==> config.mk <==
export PLATFORM = sky130hd
export DESIGN_NAME = i2c_tx_sequencer_flat
export DESIGN_NICKNAME = d
export VERILOG_FILES = /design/src/rtl/i2c_pkg.sv /design/src/rtl/i2c_tx_sequencer_if.sv /design/src/rtl/flex_counter.sv /design/src/rtl/tx_shift_reg.sv /design/src/rtl/i2c_tx_sequencer.sv /design/src/flat_wrapper.sv
export SDC_FILE = /design/constraint.sdc
export NUM_CORES = 1
export LEC_CHECK = 0
export BUFFER_PORTS_ARGS = -buffer_cell sky130_fd_sc_hd__buf_4
export CORE_MARGIN = 1.5
export CORE_UTILIZATION = 56
export CTS_CLUSTER_SIZE = 14
export DETAILED_ROUTE_END_ITERATION = 7
export GPL_TIMING_DRIVEN = 0
export PLACE_DENSITY = 0.82
export SLEW_MARGIN = 10
export SYNTH_ARGS = -nofsm -noshare
export SYNTH_HDL_FRONTEND = slang
export SYNTH_SLANG_ARGS = --single-unit
==> constraint.sdc <==
create_clock -name clk -period 3.1 [get_ports clk]
set_clock_uncertainty 0.2 [all_clocks]
set_input_delay 0.31 -clock clk [delete_from_list [all_inputs] [get_ports clk]]
set_output_delay 0.31 -clock clk [all_outputs]
set_load 0.01 [all_outputs]
==> src/rtl/i2c_pkg.sv <==
// i2c_pkg: shared types and constants for the I2C target transmit path.
//   tx_state_t     - transmit sequencer state encoding
//   ACK / NACK     - SDA level the master drives in the acknowledge slot
//   DATA_WIDTH_DEF - default bits per transmitted byte
package i2c_pkg;

  localparam int   DATA_WIDTH_DEF = 8;
  localparam logic ACK            = 1'b0;
  localparam logic NACK           = 1'b1;

  typedef enum logic [2:0] {
    ST_IDLE,
    ST_LOAD,
    ST_BIT_WAIT_RISE,
    ST_BIT_WAIT_FALL,
    ST_ACK_WAIT_RISE,
    ST_ACK_WAIT_FALL
  } tx_state_t;

endpackage

==> src/rtl/i2c_tx_sequencer_if.sv <==
// i2c_tx_sequencer_if: bus bundle between the SCL/SDA edge detector, the TX
// FIFO and the transmit sequencer.
//   slave  modport - the sequencer: consumes edge pulses, SDA level, FIFO head;
//                    produces SDA drive, FIFO pop and status pulses.
//   master modport - the environment driving the sequencer.
interface i2c_tx_sequencer_if #(
  parameter int DATA_WIDTH = i2c_pkg::DATA_WIDTH_DEF
);
  logic                  scl_rise;
  logic                  scl_fall;
  logic                  start_det;
  logic                  stop_det;
  logic                  sda_in;
  logic                  tx_enable;
  logic [DATA_WIDTH-1:0] tx_data;
  logic                  tx_data_valid;
  logic                  tx_data_ack;
  logic                  sda_out;
  logic                  byte_sent;
  logic                  ack_received;
  logic                  nack_received;
  logic                  tx_underrun;
  logic                  busy;

  modport slave (
    input  scl_rise, scl_fall, start_det, stop_det, sda_in, tx_enable,
           tx_data, tx_data_valid,
    output tx_data_ack, sda_out, byte_sent, ack_received, nack_received,
           tx_underrun, busy
  );

  modport master (
    output scl_rise, scl_fall, start_det, stop_det, sda_in, tx_enable,
           tx_data, tx_data_valid,
    input  tx_data_ack, sda_out, byte_sent, ack_received, nack_received,
           tx_underrun, busy
  );
endinterface

==> src/rtl/flex_counter.sv <==
// flex_counter: up-counter with synchronous clear and programmable wrap.
//   clk, rst      - clock, async active-high reset (count -> 0)
//   clear         - synchronous clear, wins over count_enable
//   count_enable  - advance by one; wraps to 0 after reaching rollover_val
//   rollover_val  - last count value before wrap
//   count_out     - current count
module flex_counter #(
  parameter int NUM_CNT_BITS = 4
) (
  input  logic                    clk,
  input  logic                    rst,
  input  logic                    clear,
  input  logic                    count_enable,
  input  logic [NUM_CNT_BITS-1:0] rollover_val,
  output logic [NUM_CNT_BITS-1:0] count_out
);
  logic [NUM_CNT_BITS-1:0] count_q, count_d;

  always_comb begin
    count_d = count_q;
    if (clear)
      count_d = '0;
    else if (count_enable)
      count_d = (count_q == rollover_val) ? '0 : count_q + 1'b1;
  end

  always_ff @(posedge clk or posedge rst) begin
    if (rst) count_q <= '0;
    else     count_q <= count_d;
  end

  assign count_out = count_q;
endmodule

==> src/rtl/tx_shift_reg.sv <==
// tx_shift_reg: parallel-load, shift-left register feeding SDA MSB first.
//   clk, rst  - clock, async active-high reset (contents -> 0)
//   clear     - synchronous clear (highest priority)
//   load_en   - capture par_in
//   shift_en  - shift left one place, zero fill
//   par_in    - byte from the TX FIFO head
//   msb_o     - MSB of the value the register takes at the next edge
module tx_shift_reg #(
  parameter int DATA_WIDTH = 8
) (
  input  logic                  clk,
  input  logic                  rst,
  input  logic                  clear,
  input  logic                  load_en,
  input  logic                  shift_en,
  input  logic [DATA_WIDTH-1:0] par_in,
  output logic                  msb_o
);
  logic [DATA_WIDTH-1:0] data_q, data_d;

  always_comb begin
    data_d = data_q;
    if (clear)         data_d = '0;
    else if (load_en)  data_d = par_in;
    else if (shift_en) data_d = {data_q[DATA_WIDTH-2:0], 1'b0};
  end

  always_ff @(posedge clk or posedge rst) begin
    if (rst) data_q <= '0;
    else     data_q <= data_d;
  end

  // Next-value MSB so the SDA flop can update in the same clock as the
  // load/shift instead of one clock later.
  assign msb_o = data_d[DATA_WIDTH-1];
endmodule

==> src/rtl/i2c_tx_sequencer.sv <==
// i2c_tx_sequencer: slave-transmit controller of the I2C target.
// Pulls bytes from the TX FIFO, drives one bit per SCL low phase (MSB first),
// releases SDA for the master's acknowledge, samples ACK/NACK and either
// fetches the next byte (ACK) or goes idle (NACK).
//   clk, rst - clock, async active-high reset
//   bus      - i2c_tx_sequencer_if.slave:
//              in : scl_rise, scl_fall, start_det, stop_det, sda_in,
//                   tx_enable, tx_data, tx_data_valid
//              out: tx_data_ack, sda_out, byte_sent, ack_received,
//                   nack_received, tx_underrun, busy (all registered)
module i2c_tx_sequencer
  import i2c_pkg::*;
#(
  parameter int DATA_WIDTH = DATA_WIDTH_DEF
) (
  input  logic                clk,
  input  logic                rst,
  i2c_tx_sequencer_if.slave   bus
);
  localparam int CNT_W = (DATA_WIDTH > 1) ? $clog2(DATA_WIDTH) : 1;
  localparam logic [CNT_W-1:0] LAST_BIT = CNT_W'(DATA_WIDTH - 1);

  tx_state_t state_q, state_d;

  logic sda_q,   sda_d;
  logic pop_q,   pop_d;
  logic sent_q,  sent_d;
  logic ack_q,   ack_d;
  logic nack_q,  nack_d;
  logic under_q, under_d;
  logic busy_q,  busy_d;
  logic ackf_q,  ackf_d;

  logic             rise, fall, abort;
  logic             sr_clear, sr_load, sr_shift, sr_msb;
  logic             cnt_clear, cnt_en;
  logic [CNT_W-1:0] bit_cnt;
  logic             last_bit;

  // A simultaneous rise+fall cannot come from a sane edge detector; treat it
  // as a rise so the bit in flight is never skipped.
  assign rise     = bus.scl_rise;
  assign fall     = bus.scl_fall & ~bus.scl_rise;
  assign abort    = (state_q != ST_IDLE) &&
                    (bus.start_det || bus.stop_det || !bus.tx_enable);
  assign last_bit = (bit_cnt == LAST_BIT);

  tx_shift_reg #(.DATA_WIDTH(DATA_WIDTH)) u_shreg (
    .clk      (clk),
    .rst      (rst),
    .clear    (sr_clear),
    .load_en  (sr_load),
    .shift_en (sr_shift),
    .par_in   (bus.tx_data),
    .msb_o    (sr_msb)
  );

  flex_counter #(.NUM_CNT_BITS(CNT_W)) u_bitcnt (
    .clk          (clk),
    .rst          (rst),
    .clear        (cnt_clear),
    .count_enable (cnt_en),
    .rollover_val (LAST_BIT),
    .count_out    (bit_cnt)
  );

  // State and output registers.
  always_ff @(posedge clk or posedge rst) begin
    if (rst) begin
      state_q <= ST_IDLE;
      sda_q   <= 1'b1;
      pop_q   <= 1'b0;
      sent_q  <= 1'b0;
      ack_q   <= 1'b0;
      nack_q  <= 1'b0;
      under_q <= 1'b0;
      busy_q  <= 1'b0;
      ackf_q  <= NACK;
    end else begin
      state_q <= state_d;
      sda_q   <= sda_d;
      pop_q   <= pop_d;
      sent_q  <= sent_d;
      ack_q   <= ack_d;
      nack_q  <= nack_d;
      under_q <= under_d;
      busy_q  <= busy_d;
      ackf_q  <= ackf_d;
    end
  end

  // Next state.
  always_comb begin
    state_d = state_q;
    if (abort) begin
      state_d = ST_IDLE;
    end else begin
      case (state_q)
        ST_IDLE:
          if (bus.tx_enable) state_d = ST_LOAD;
        ST_LOAD:
          if (bus.tx_data_valid) state_d = ST_BIT_WAIT_RISE;
          else if (rise)         state_d = ST_IDLE;   // no clock stretching
        ST_BIT_WAIT_RISE:
          if (rise) state_d = ST_BIT_WAIT_FALL;
        ST_BIT_WAIT_FALL:
          if (fall) state_d = last_bit ? ST_ACK_WAIT_RISE : ST_BIT_WAIT_RISE;
        ST_ACK_WAIT_RISE:
          if (rise) state_d = ST_ACK_WAIT_FALL;
        ST_ACK_WAIT_FALL:
          if (fall) state_d = (ackf_q == ACK) ? ST_LOAD : ST_IDLE;
        default:
          state_d = ST_IDLE;
      endcase
    end
  end

  // Outputs and datapath controls.
  always_comb begin
    sda_d     = sda_q;
    pop_d     = 1'b0;
    sent_d    = 1'b0;
    ack_d     = 1'b0;
    nack_d    = 1'b0;
    under_d   = 1'b0;
    ackf_d    = ackf_q;
    sr_clear  = 1'b0;
    sr_load   = 1'b0;
    sr_shift  = 1'b0;
    cnt_clear = 1'b0;
    cnt_en    = 1'b0;
    busy_d    = (state_d != ST_IDLE);

    if (abort) begin
      sda_d     = 1'b1;
      sr_clear  = 1'b1;
      cnt_clear = 1'b1;
    end else begin
      case (state_q)
        ST_IDLE:
          sda_d = 1'b1;
        ST_LOAD:
          if (bus.tx_data_valid) begin
            sr_load   = 1'b1;
            cnt_clear = 1'b1;
            pop_d     = 1'b1;
            sda_d     = sr_msb;
          end else begin
            sda_d = 1'b1;
            if (rise) under_d = 1'b1;
          end
        ST_BIT_WAIT_FALL:
          if (fall) begin
            if (last_bit) begin
              sda_d  = 1'b1;       // release for the master's ACK slot
              sent_d = 1'b1;
            end else begin
              sr_shift = 1'b1;
              cnt_en   = 1'b1;
              sda_d    = sr_msb;
            end
          end
        ST_ACK_WAIT_RISE: begin
          sda_d = 1'b1;
          if (rise) begin
            ackf_d = bus.sda_in;
            ack_d  = (bus.sda_in == ACK);
            nack_d = (bus.sda_in == NACK);
          end
        end
        default: ;
      endcase
    end
  end

  assign bus.sda_out       = sda_q;
  assign bus.tx_data_ack   = pop_q;
  assign bus.byte_sent     = sent_q;
  assign bus.ack_received  = ack_q;
  assign bus.nack_received = nack_q;
  assign bus.tx_underrun   = under_q;
  assign bus.busy          = busy_q;
endmodule

==> src/flat_wrapper.sv <==
// flat-port wrapper written by rule: the top's interface ports become plain ports
module i2c_tx_sequencer_flat import i2c_pkg::*;
#(
  parameter int DATA_WIDTH = DATA_WIDTH_DEF
)
  (clk, rst, bus_scl_rise, bus_scl_fall, bus_start_det, bus_stop_det, bus_sda_in, bus_tx_enable, bus_tx_data, bus_tx_data_valid, bus_tx_data_ack, bus_sda_out, bus_byte_sent, bus_ack_received, bus_nack_received, bus_tx_underrun, bus_busy);
  i2c_tx_sequencer_if #(.DATA_WIDTH(DATA_WIDTH)) bus_i ();
  input  logic clk;
  input  logic rst;
  input wire logic [$bits(bus_i.scl_rise)-1:0] bus_scl_rise;
  input wire logic [$bits(bus_i.scl_fall)-1:0] bus_scl_fall;
  input wire logic [$bits(bus_i.start_det)-1:0] bus_start_det;
  input wire logic [$bits(bus_i.stop_det)-1:0] bus_stop_det;
  input wire logic [$bits(bus_i.sda_in)-1:0] bus_sda_in;
  input wire logic [$bits(bus_i.tx_enable)-1:0] bus_tx_enable;
  input wire logic [$bits(bus_i.tx_data)-1:0] bus_tx_data;
  input wire logic [$bits(bus_i.tx_data_valid)-1:0] bus_tx_data_valid;
  output wire logic [$bits(bus_i.tx_data_ack)-1:0] bus_tx_data_ack;
  output wire logic [$bits(bus_i.sda_out)-1:0] bus_sda_out;
  output wire logic [$bits(bus_i.byte_sent)-1:0] bus_byte_sent;
  output wire logic [$bits(bus_i.ack_received)-1:0] bus_ack_received;
  output wire logic [$bits(bus_i.nack_received)-1:0] bus_nack_received;
  output wire logic [$bits(bus_i.tx_underrun)-1:0] bus_tx_underrun;
  output wire logic [$bits(bus_i.busy)-1:0] bus_busy;
  assign bus_i.scl_rise = bus_scl_rise;
  assign bus_i.scl_fall = bus_scl_fall;
  assign bus_i.start_det = bus_start_det;
  assign bus_i.stop_det = bus_stop_det;
  assign bus_i.sda_in = bus_sda_in;
  assign bus_i.tx_enable = bus_tx_enable;
  assign bus_i.tx_data = bus_tx_data;
  assign bus_i.tx_data_valid = bus_tx_data_valid;
  assign bus_tx_data_ack = bus_i.tx_data_ack;
  assign bus_sda_out = bus_i.sda_out;
  assign bus_byte_sent = bus_i.byte_sent;
  assign bus_ack_received = bus_i.ack_received;
  assign bus_nack_received = bus_i.nack_received;
  assign bus_tx_underrun = bus_i.tx_underrun;
  assign bus_busy = bus_i.busy;
  i2c_tx_sequencer #(.DATA_WIDTH(DATA_WIDTH)) u_core (.clk(clk), .rst(rst), .bus(bus_i));
endmodule
==> metrics.md, run 1 <==
| Metric | Value |
|---|---|
| CP top delay family | simple AND/OR/NAND/NOR gates |
| Beginning of the worst hold path | bus_scl_rise |
| Synth-to-Final Area Change | 22.5% |
| Mean Syn Cell Area | 10.6 um2 |
| WS Path Type | register to register |
| Die Y | 47.6 um |
| Cell Chain, Critical Path | ha_1 -> ha_1 -> and4b_2 -> a22oi_1 -> nor2b_1 -> or3_1 |
| Vias in the first global route | 800 |
| Inserted Diodes | 0 |
| Clk sinks | 21 |
| Area of the multi-input gates | 503 um2 |
| R2r startpoint | u_core.u_bitcnt.count_out[0] |
| Fill cell instance count of the final layout | ~150 |
| Port buffer count | 23 |
| FF/Latch Area | 528 um2 |
| Final WL | ~2200 um |
| Placed cell count | ~150 |
| ANT nets after route | 0 |
| Crit start category | register |
| Post-synthesis async set-or-reset flop share | between 90% and 100% |
| Placed cell area | 0.00132 mm2 |
| GRT Residual Overflow | 0 |
| Most frequent CP cell | ha_1 |
| Worst setup EP type | register |
| Worst Path Required | 3100 ps |
| Leakage | 0.654 nW |
| RSZ-0062 raised after global routing | false |
| Synthesized instance count | 105 |
| Clock tree buffer depth | 2 |
| Final Net Count | 154 |
| Max-slew headroom | 47.3% |
| Crit-path max FO | 3 |
| Final period util | between 60% and 70% |
| Final Max Slew Viols | 0 |
| H-tree depth | 1 |
| CP arrival | 2010 ps |
| CP max stage delay | 420 ps |
| Sequential share of the synthesized area | 47.3% |
| Hold Crit Endpoint | u_core.bus.tx_underrun |
| Top-Level Pins | 24 |
| Die width | around 48 um |
| Yosys warns | 0 |
| Pin slew with the least headroom to its limit | 790 ps |
| Layout Cells excl Fill | 159 |
| Detailed-route via count | 889 |
| Worst Path Buf+Inv | 0 |
| Minimum clock period | 2010 ps |
| Die area | 0.00227 mm2 |
| Max Freq | 497 MHz |
| Final setup fails | 0 |
| Row cnt | 15 |
| Largest net degree at the start of global routing | 22 |
| Clock root cell | clkbuf_4 |
| Worst skew pair latency | approximately 310 ps |
| WL met2 | 1140 um |
| Syn nets | 124 |
| WL/cell | 13.9 um |
| CTS buffer count | 3 |
| Initial Util | 61.9% |
| Worst min path class | input pin to register |
| Worst hold path stage count | 2 |
| Initial antenna violation count | 0 |
| Status | finished, final reports clean |
| Reg2reg end | u_core.bus.busy |
| Power Dens Cells | 572 mW/mm2 |
| Max-cap violations | 0 |
| Metal3 WL | 65 um |
| Clk slew on worst S/H paths | around 120 ps |
| Yosys cell types | 35 |
| Top Layer Used | met4 |
| DP HPWL | 1610 um |
| CTS tree | done |
| Yosys reg bits | 21 |
| Total design power | roughly 0.78 mW |
| Peak supply drop | 0.000414 V |
| Core area | around 0.0018 mm2 |
| Initial detailed-routing violation count | 34 |
| Design area | between 0.001 and 0.0015 mm2 |
| Synth Flop Type | dfrtp_1 |
| Post-Syn Area | 0.00112 mm2 |
| DRC Markers | 0 |
| Reg2reg setup slack | around 1100 ps |
| Via/cell ratio | about 5.6 |
| Post-synth EDFFs | 0 |
| Fraction of layout cells with a size suffix above 1 | 33.6% |
| Pre-antenna DRT Iters | 4 |
| R2R cell count | 6 |
| Total negative slack | 0 ps |
| Final Hold Fails | 0 |
| Final GP Congestion | 0.742 |
| GRT Resource Usage Total | between 20% and 30% |
| Post-CTS Setup Bufs | 0 |
| Met1 wire length | 956 um |
| First-pass GRT wire length | 3460 um |
| CP max stage cell | dfrtp_1 |
-- kinds of logic (layout without fill, tap and decap cells) --
kind of cell               count (synthesis)  count (layout)  share of synthesized area [%]
AOI/OAI and AO/OA                         20              20                           14.7
xor gates and xnor gates                   1               1                          0.785
adders and majority gates                  2               2                           2.24
buffers and inverters                     10              39                           7.62
DFF                                       21              21                           47.3
and+or+nand+nor                           51              51                           27.4
-- cell type report --
type / count / share of cell area [%]
Sequential cell: 21 / 38.6
Multi-Input combinational cell: 74 / 36.8
Timing Repair Buffer: 25 / 14.1
Buffer: 7 / 5.40
Tap cell: 25 / 2.29
Clock buffer: 3 / 1.65
Inverter: 3 / 0.823
Clock inverter: 1 / 0.366
-- flip-flops by register name, summed over array words and instances (netlist names) --
name                       cells
u_core.bus.sda_out             1
u_core.state_q                 3
u_core.bus.byte_sent           1
u_core.u_bitcnt.count_out      3
u_core.bus.ack_received        1
u_core.u_shreg.data_q          7
u_core.bus.tx_underrun         1
u_core.bus.busy                1
u_core.bus.nack_received       1
u_core.ackf_q                  1
u_core.bus.tx_data_ack         1
-- routing by layer --
layer	global-route usage, %	vias up
met2	37.3	21
met4	10.8	0
met1	28.4	437
met5	0	-
li1	-	427
met3	3.77	4
-- Yosys cell counts (all sizes together) (3+ instances only) --
master / n / share of area [%]
nand2: 17 / 5.7
nor3: 3 / 2.8
nor2: 14 / 4.7
nor2b: 4 / 2.2
inv: 3 / 1.0
a21oi: 4 / 1.8
a311oi: 6 / 4.7
dfrtp: 19 / 43
buf: 6 / 5.4
-- report_power, final --
| part | switching, mW | internal (mW) |
|---|---|---|
| registers | 0.0222 | 0.321 |
| logic | 0.163 | 0.144 |
| clock network | 0.0843 | 0.0482 |
| total | 0.269 | 0.513 |
-- worst max path at each step --
stage	startpoint	end	slack, ps	cells after the start
2_1_floorplan	u_core.u_bitcnt.count_out[0]	u_core.bus.busy	1220	6
3_3_place_gp	u_core.u_bitcnt.count_out[0]	u_core.bus.busy	1160	6
3_5_place_dp	u_core.u_bitcnt.count_out[0]	u_core.bus.busy	1110	6
4_1_cts	u_core.u_bitcnt.count_out[0]	u_core.bus.busy	1080	6
5_1_grt	u_core.u_bitcnt.count_out[0]	u_core.bus.busy	1010	6
6_report	u_core.u_bitcnt.count_out[0]	u_core.bus.busy	1090	6
-- layout by cell type (no fill, tap or decap), types with 2 or more instances in the layout --
master         netlist  routed
dlygate4sd3_1        0       2
o21ai_0              2       2
clkbuf_4             0       3
and3_1               2       2
a21oi_1              4       4
inv_1                3       3
nand2_1             17      17
dfrtp_1             19      19
nor2b_1              4       4
buf_6                4       4
dfstp_2              2       2
a31oi_1              2       2
a311oi_1             6       6
buf_4                2      25
ha_1                 2       2
a22oi_1              2       2
nor2_1              14      14
-- stage by stage --
| stage | hold WS, ps | setup slack [ps] | utilization (%) |
|---|---|---|---|
| 3_5_place_dp | 274 | 1110 | 73.3 |
| 3_3_place_gp | 271 | 1160 | 73.3 |
| 2_1_floorplan | 85.0 | 1220 | - |
| 5_1_grt | 70.9 | 1010 | 75.9 |
| 4_1_cts | 71.5 | 1080 | 75.9 |
| 6_report | 75.2 | 1090 | 75.9 |
-- what timing repair did --
action	4_1_cts	5_1_grt
hold endpoints to repair	20	0
hold buffers	2	0
gates resized for setup	0	0
No activity file was read; power rests on OpenSTA's default activity.
==> inputs of run 2 (changes only) <==
--- a/config.mk
+++ b/config.mk
@@ -5,13 +5,14 @@
 export SDC_FILE = /design/constraint.sdc
 export NUM_CORES = 1
 export LEC_CHECK = 0
+export ABC_AREA = 1
 export BUFFER_PORTS_ARGS = -buffer_cell sky130_fd_sc_hd__buf_4
 export CORE_MARGIN = 1.5
-export CORE_UTILIZATION = 56
+export CORE_UTILIZATION = 48
 export CTS_CLUSTER_SIZE = 14
 export DETAILED_ROUTE_END_ITERATION = 7
 export GPL_TIMING_DRIVEN = 0
-export PLACE_DENSITY = 0.82
+export PLACE_DENSITY = 0.74
 export SLEW_MARGIN = 10
 export SYNTH_ARGS = -nofsm -noshare
 export SYNTH_HDL_FRONTEND = slang
==> constraint.sdc (replaced) <==
create_clock -name clk -period 1.7 [get_ports clk]
set_clock_uncertainty 0.2 [all_clocks]
set_input_delay 0.17 -clock clk [delete_from_list [all_inputs] [get_ports clk]]
set_output_delay 0.17 -clock clk [all_outputs]
set_load 0.01 [all_outputs]
==> run 2 against run 1 <==
Compared with the run above:
- the run now ends with negative setup slack left
- via count is 21% higher
- register-to-register slack worse by 1300 ps
- first-iteration DRC count fell by 38%
- global-route usage fell by 0.88 points
- non-clock buffer count rose by 12
- synthesized cell count increased by 33%
- critical path depth is 4 higher
- sequential power rose by 110%
- die area rose by 21%
==> metrics.md, run 2 <==
| Metric | Value |
|---|---|
| Status | finished, violations left |
| Failing checks | negative setup slack |
| Logic pwr share | 47.8% (+8.6 points) |
| Most frequent cells in the layout | buf_4, nand2_1, inv_1 |
| Leakage | 0.892 nW (+36%) |
| Pre-antenna DRT Iters | 4 (unchanged) |
| Worst hold path stage count | 5 (+3) |
| WL/cell | 12.7 um (-8.8%) |
| Most common cell after layout, fill and taps aside | buf_4 |
| Inserted Diodes | 0 (unchanged) |
| Clk sinks | 22 (+4.8%) |
| Initial detailed-routing violation count | 21 (-38%) |
| Max-slew headroom | 46.5% (-0.78 points) |
| Synthesized instance count | 140 (+33%) |
| Crit start category | register |
| Detailed-route via count | 1078 (+21%) |
| Sw Share | 41.6% (+7.2 points) |
| Fraction of layout cells with a size suffix above 1 | 39.6% (+6.0 points) |
| CP arrival | 1920 ps (-90 ps) |
| Vias in the first global route | 1048 (+31%) |
| GRT Residual Overflow | 0 (unchanged) |
| Register share of total power | 37.2% (-6.6 points) |
| Total design power | 1.96 mW (+150%) |
| DP HPWL | 1860 um (+15%) |
| GRT met2 Usage | 40.4% (+3.1 points) |
| Die area | 0.00275 mm2 (+21%) |
| Die Y | 52.4 um (+10%) |
| Peak supply drop | 0.000825 V (+99%) |
| Row cnt | 17 (+2) |
| CTS buffer count | 3 (unchanged) |
| Top cells by area, synth | dfrtp_1, nand2_1, inv_1 |
| Final Max Slew Viols | 0 (unchanged) |
| Cell taking the most area after synthesis | dfrtp_1 |
| Post-synthesis async set-or-reset flop share | 100% (unchanged) |
| Port buffer count | 23 (unchanged) |
| Worst min path class | input pin to register |
| Post-synth top cells | nand2_1, inv_1, dfrtp_1, nor2_1, nand3_1 |
| Initial Util | 51.9% (-10 points) |
| Top-Level Pins | 24 (unchanged) |
| Syn nets | 159 (+28%) |
| Post-synth EDFFs | 0 (unchanged) |
| GRT Resource Usage Total | 21.6% (-0.88 points) |
| ANT nets after route | 0 (unchanged) |
| Clk slew on worst S/H paths | 130 ps (about the same) |
| Final period util | 113% (+48 points) |
| Met1 Resource Use GR | 23.7% (-4.7 points) |
| Via/cell ratio | 5.01 (-10%) |
| Synth-to-Final Area Change | 44.7% |
| Yosys reg bits | 22 (+4.8%) |
| Largest net degree at the start of global routing | 23 (+4.5%) |
| GR peak layer | met2 |
| RSZ-0062 raised after global routing | true |
| Reg2reg setup slack | -220 ps (-1310 ps) |
| Worst setup EP type | register |
| Area of the multi-input gates | 591 um2 (+17%) |
| Core area | 0.00225 mm2 (+25%) |
| Fill cell instance count of the final layout | 174 (+17%) |
| Worst Path Buf+Inv | 3 (+3) |
| Max-cap violations | 0 (unchanged) |
| Worst skew pair latency | 310 ps (about the same) |
| Final WL | 2730 um (+23%) |
| R2R cell count | 10 (+4) |
| Power Dens Cells | 1160 mW/mm2 (+100%) |
| H-tree depth | 1 (unchanged) |
| Yosys cell types | 26 (-26%) |
| Crit path from | u_core.u_bitcnt.count_out[0] |
| Mean Syn Cell Area | 8.37 um2 (-21%) |
| Most numerous cell in the Yosys netlist | nand2_1 |
| CP max stage cell | dfrtp_1 |
| Final GP Congestion | 0.830 (+12%) |
| Max reg flops | 8 (+1) |
| Clock tree buffer depth | 2 (unchanged) |
| Final setup fails | 14 (+14) |
| Final Net Count | 207 (+34%) |
| Synth Flop Type | dfrtp_1 |
| Clock root cell | clkbuf_4 |
| Die width | 52.4 um (+10%) |
| Most flops, register | u_core.u_shreg.data_q |
| Worst Path Required | 1710 ps (-1390 ps) |
| NetSw | 0.817 mW (+200%) |
| Minimum clock period | 1920 ps (-93.5 ps) |
| CTS tree | done |
| CP top delay family | flip-flops |
| CP max stage delay | 420 ps (about the same) |
| FF/Latch Area | 556 um2 (+5.2%) |
| Clock group share of total power | 15.0% (-1.9 points) |
| Synth top area share | 42.7% (+0.13 points) |
| Sequential share of the synthesized area | 47.2% (-0.087 points) |
| Initial antenna violation count | 0 (unchanged) |
| Reg2reg end | u_core.u_shreg.data_q[2] |
| Hold Crit Endpoint | u_core.state_q[0] |
| Cell Chain, Critical Path | ha_2 -> ha_4 -> inv_4 -> nand3_4 -> nor2_8 -> buf_4 -> buf_6 -> nor2_4 -> a22oi_2 -> o21ai_1 |
| Final Hold Fails | 0 (unchanged) |
| Global Route met3 Usage | 3.43% (-0.35 points) |
| Final WS setup | -219 ps (-1310 ps) |
| Post-Syn Area | 0.00117 mm2 (+4.9%) |
| First-pass GRT wire length | 4240 um (+23%) |
| DRC Markers | 0 (unchanged) |
| Beginning of the worst hold path | bus_tx_enable |
| Pin slew with the least headroom to its limit | 801 ps (+11.7 ps) |
| R2r startpoint | u_core.u_bitcnt.count_out[0] |
| WS Path Type | register to register |
| Yosys warns | 0 (unchanged) |
| Worst slack at placement | -269 ps (-1370 ps) |
| Max Freq | 521 MHz (+4.9%) |
| Crit-path max FO | 6 (+3) |
| Cell Int Power | 1.15 mW (+120%) |
| Hold_ws | 48.5 ps (-26.7 ps) |
[run 2: cell count changes after synthesis, moves of 3 or more]
cell	previous run	this run
inv_2	0	4
buf_6	4	1
inv_1	3	24
o21ai_0	2	5
nand2_1	17	32
nand2_4	0	3
nand2_2	0	3
nor2b_1	4	0
nand3_1	0	10
a311oi_1	6	0
[run 2: timing repair]
action / 4_1_cts / 5_1_grt
hold buffers: 11 / 0
pin swaps: 11 / 5
hold endpoints to repair: 32 / 0
endpoints found under the setup margin: 14 / 19
resized for setup: 7 / 14
buffers inserted: 7 / 3
[run 2: metrics by stage]
step / setup TNS, ps / util, % / area (um2) / cells
after detailed placement: -919 / 62.6 / 1410 / 191
after floorplan: -112 / - / 1200 / 140
after global routing: -3170 / 75.1 / 1690 / 215
after CTS: -717 / 72.1 / 1630 / 213
after global placement: -558 / 62.6 / 1410 / 191
final: -1810 / 75.1 / 1690 / 215
[run 2: per-layer routing]
metal  wire length [um]  part of all wire, %
met1               1100                   40
met2               1480                   54
met3                 87                  3.2
met4                 61                  2.2
met5                  0                    0
[run 2: power groups by stage]
stage	clock [mW]	combinational [mW]	sequential [mW]
after CTS	0.300	0.860	0.725
after global placement	0	0.754	0.722
after detailed placement	0	0.772	0.726
after global routing	0.313	1.04	0.741
final	0.295	0.939	0.731
after floorplan	0	0.578	0.725
[run 2: worst max path at each step]
stage / slack, ps / end / cells after the start
final: -220 / u_core.u_shreg.data_q[2] / 10
after global routing: -370 / u_core.bus.sda_out / 12
after detailed placement: -270 / u_core.bus.sda_out / 14
after CTS: -120 / u_core.bus.sda_out / 13
after floorplan: -110 / u_core.bus.sda_out / 14
after global placement: -240 / u_core.bus.sda_out / 14
[run 2: worst min-delay path, delay by kind of cell]
family,cells,cell delay [ps]
buffers and inverters,2,130
AOI/OAI and AO/OA,1,90
and+or+nand+nor,2,140
[run 2: cells by family after synthesis]
logic type,count (synthesis),share of synthesized area [%]
compound gates,18,9.72
buf+inv,29,9.94
fa+ha+maj,2,2.14
flops,22,47.2
simple gates,69,31.0
[run 2: final cells by class]
cell class	instances	area share (%)
buffer	1	0.886
clock buffer	4	2.14
inverter	28	6.35
multi-input combinational	89	34.9
sequential	22	32.8
tap	28	2.07
timing repair buffer	43	20.9
==> inputs of run 3 (changes only) <==
--- a/config.mk
+++ b/config.mk
@@ -8,11 +8,10 @@
 export ABC_AREA = 1
 export BUFFER_PORTS_ARGS = -buffer_cell sky130_fd_sc_hd__buf_4
 export CORE_MARGIN = 1.5
-export CORE_UTILIZATION = 48
+export CORE_UTILIZATION = 30
 export CTS_CLUSTER_SIZE = 14
 export DETAILED_ROUTE_END_ITERATION = 7
 export GPL_TIMING_DRIVEN = 0
-export PLACE_DENSITY = 0.74
 export SLEW_MARGIN = 10
 export SYNTH_ARGS = -nofsm -noshare
 export SYNTH_HDL_FRONTEND = slang
==> run 3 against run 2 <==
Compared with the run above:
- the flow still finishes with violations (negative setup slack)
- final area is 7.7% higher
- fmax is 4.8% higher
- utilization fell by 26 points
- total power rose by 10%
- final cell count is 13% higher
- combinational power grew 14%
- clock-buffer cell count is the same
- critical path type unchanged
- largest cell class unchanged
==> metrics.md, run 3 (same netlist as run 2, synthesis figures left out) <==
| Metric | Value |
|---|---|
| Status | finished, violations left |
| Failing checks | negative setup slack |
| RSZ-0062 raised after global routing | true |
| Clock root cell | clkbuf_8 |
| CP max stage delay | 390 ps (-30 ps) |
| Hold_ws | 104 ps (+55.4 ps) |
| First-pass GRT wire length | 4510 um (+6.2%) |
| Fill cell instance count of the final layout | 375 (+120%) |
| Die width | 65.5 um (+25%) |
| Leakage | 0.943 nW (+5.7%) |
| DP HPWL | 1840 um (-0.90%) |
| Final period util | 108% (-5.2 points) |
| Max reg flops | 8 (unchanged) |
| Final Net Count | 216 (+4.3%) |
| Design area | 0.00182 mm2 (+7.7%) |
| Final setup fails | 14 (unchanged) |
| R2R cell count | 11 (+1) |
| Port buffer count | 23 (unchanged) |
| Reg2reg setup slack | -130 ps (+90 ps) |
| CTS buffer count | 3 (unchanged) |
| Row cnt | 22 (+5) |
| Placed cell area | 0.00144 mm2 (+1.8%) |
| Final Max Slew Viols | 0 (unchanged) |
| Detailed-route via count | 1102 (+2.2%) |
| Pre-antenna DRT Iters | 4 (unchanged) |
| Die Y | 65.5 um (+25%) |
| Final WS setup | -131 ps (+88.3 ps) |
| Worst setup EP type | register |
| Register share of total power | 33.1% (-4.1 points) |
| Core area | 0.00372 mm2 (+65%) |
| Clock group share of total power | 17.3% (+2.3 points) |
| CP top delay family | simple AND/OR/NAND/NOR gates |
| CTS tree | done |
| Worst Path Required | 1710 ps (about the same) |
| Inserted Diodes | 0 (unchanged) |
| DRC Markers | 0 (unchanged) |
| Worst min path class | input pin to register |
| Final WL | 2710 um (-0.59%) |
| CP max stage cell | dfrtp_1 |
| Cell Int Power | 1.32 mW (+15%) |
| Most frequent CP cell | buf_4 |
| GRT Resource Usage Total | 13.7% (-7.9 points) |
| Largest net degree at the start of global routing | 23 (unchanged) |
| Max Freq | 546 MHz (+4.8%) |
| Beginning of the worst hold path | bus_tx_enable |
| Synth-to-Final Area Change | 55.8% |
| Worst setup path endpoint | u_core.u_shreg.data_q[7] |
| Clk sinks | 22 (unchanged) |
| Initial detailed-routing violation count | 47 (+120%) |
| Minimum clock period | 1830 ps (-88.3 ps) |
| Peak supply drop | 0.000610 V (-26%) |
| Most frequent cells in the layout | buf_4, nand2_1, inv_1 |
| Via/cell ratio | 4.52 (-9.9%) |
| Core Util, Final | 49.1% (-26 points) |
| Power Dens Cells | 1180 mW/mm2 (+2.2%) |
| H-tree depth | 1 (unchanged) |
| Most flops, register | u_core.u_shreg.data_q |
| Crit start category | register |
| Clk slew on worst S/H paths | 80 ps (-50 ps) |
| Crit path from | u_core.u_bitcnt.count_out[0] |
| Most common cell after layout, fill and taps aside | buf_4 |
| Cell Chain, Critical Path | ha_2 -> ha_4 -> inv_4 -> nand3_4 -> nor2_8 -> nand3_1 -> nand3_2 -> nand2_2 -> buf_4 -> buf_4 -> inv_1 |
| Initial antenna violation count | 0 (unchanged) |
| Die area | 0.00429 mm2 (+56%) |
| Logic pwr share | 49.6% (+1.8 points) |
| Top-Level Pins | 24 (unchanged) |
| Vias in the first global route | 1095 (+4.5%) |
| Crit-path max FO | 4 (-2) |
| R2r startpoint | u_core.u_bitcnt.count_out[0] |
| Clock tree buffer depth | 2 (unchanged) |
| Levels on crit path | 11 (+1) |
| Sw Share | 39.1% (-2.5 points) |
| WL/cell | 11.1 um (-12%) |
| Fraction of layout cells with a size suffix above 1 | 43.9% (+4.3 points) |
| Worst Path Buf+Inv | 4 (+1) |
| ANT nets after route | 0 (unchanged) |
| Initial Util | 31.5% (-20 points) |
| Worst skew pair latency | 260 ps (-50 ps) |
| CP arrival | 1840 ps (-80 ps) |
| Max-slew headroom | 46.3% (-0.22 points) |
| GRT Residual Overflow | 0 (unchanged) |
| NetSw | 0.845 mW (+3.5%) |
| Pin slew with the least headroom to its limit | 804 ps (+3.32 ps) |
| Final Hold Fails | 0 (unchanged) |
| Max-cap violations | 0 (unchanged) |
| WS Path Type | register to register |
| Final GP Congestion | 0.908 (+9.3%) |
| Reg2reg end | u_core.u_shreg.data_q[7] |
-- run 3: cell count changes in the layout (fill, tap and decap cells not counted), sizes merged --
| cell | previous run | this run |
|---|---|---|
| inv | 28 | 27 |
| buf | 33 | 42 |
| clkinvlp | 0 | 1 |
-- run 3: how the worst min path moves through the flow --
| stage | end | slack, ps | cells past startpoint |
|---|---|---|---|
| after floorplan | u_core.bus.ack_received | -40 | 1 |
| after global placement | u_core.bus.nack_received | 170 | 3 |
| after detailed placement | u_core.bus.nack_received | 180 | 3 |
| after CTS | u_core.state_q[0] | 100 | 5 |
| after global routing | u_core.bus.busy | 120 | 5 |
| final | u_core.bus.busy | 100 | 5 |
-- run 3: metal layers --
| layer | wire length, um | track usage [%] | vias to the layer above | part of all wire (%) |
|---|---|---|---|---|
| met5 | 0 | 0 | - | 0 |
| met4 | 36 | 4.69 | 0 | 1.3 |
| met3 | 115 | 2.57 | 4 | 4.2 |
| met2 | 1450 | 24.7 | 26 | 53 |
| met1 | 1110 | 16.1 | 521 | 41 |
| li1 | - | - | 551 | - |
-- run 3: area by class of cell --
cell class              instances  area [um2]  area share, %
repair buffers                 52         438           24.0
multi-input cells              89         587           32.2
flip-flops and latches         22         556           30.5
plain buffers                   1        15.0          0.823
clock buffers                   4        55.1           3.02
well taps                      48        60.1           3.29
inverters                      28         114           6.24
-- run 3: through the flow --
step | setup WS (ps) | TNS (ps) | cells | power (mW)
after global placement | -231 | -684 | 211 | 1.49
after floorplan | -112 | -112 | 140 | 1.30
after detailed placement | -247 | -944 | 211 | 1.50
final | -131 | -932 | 244 | 2.16
after CTS | -86.0 | -284 | 236 | 2.01
after global routing | -242 | -2110 | 244 | 2.33
-- run 3: worst min-delay path, delay by kind of cell --
family	cells	cell delay, ps
AND/OR/NAND/NOR	3	180
AO/OA/AOI/OAI	1	90
buffers and inverters	1	80
-- run 3: what timing repair did --
action                                  in CTS  in global routing
hold buffers                                11                  0
pin swaps                                   13                  1
setup buffers                               10                  8
endpoints found under the setup margin      14                 18
endpoints found under the hold margin       30                  0
resized for setup                            8                 19
-- run 3: power by group through the flow --
stage	registers [mW]	clock network, mW	logic, mW
6_report	0.716	0.373	1.07
3_5_place_dp	0.726	0	0.778
2_1_floorplan	0.725	0	0.578
5_1_grt	0.728	0.404	1.19
3_3_place_gp	0.723	0	0.766
4_1_cts	0.712	0.385	0.917
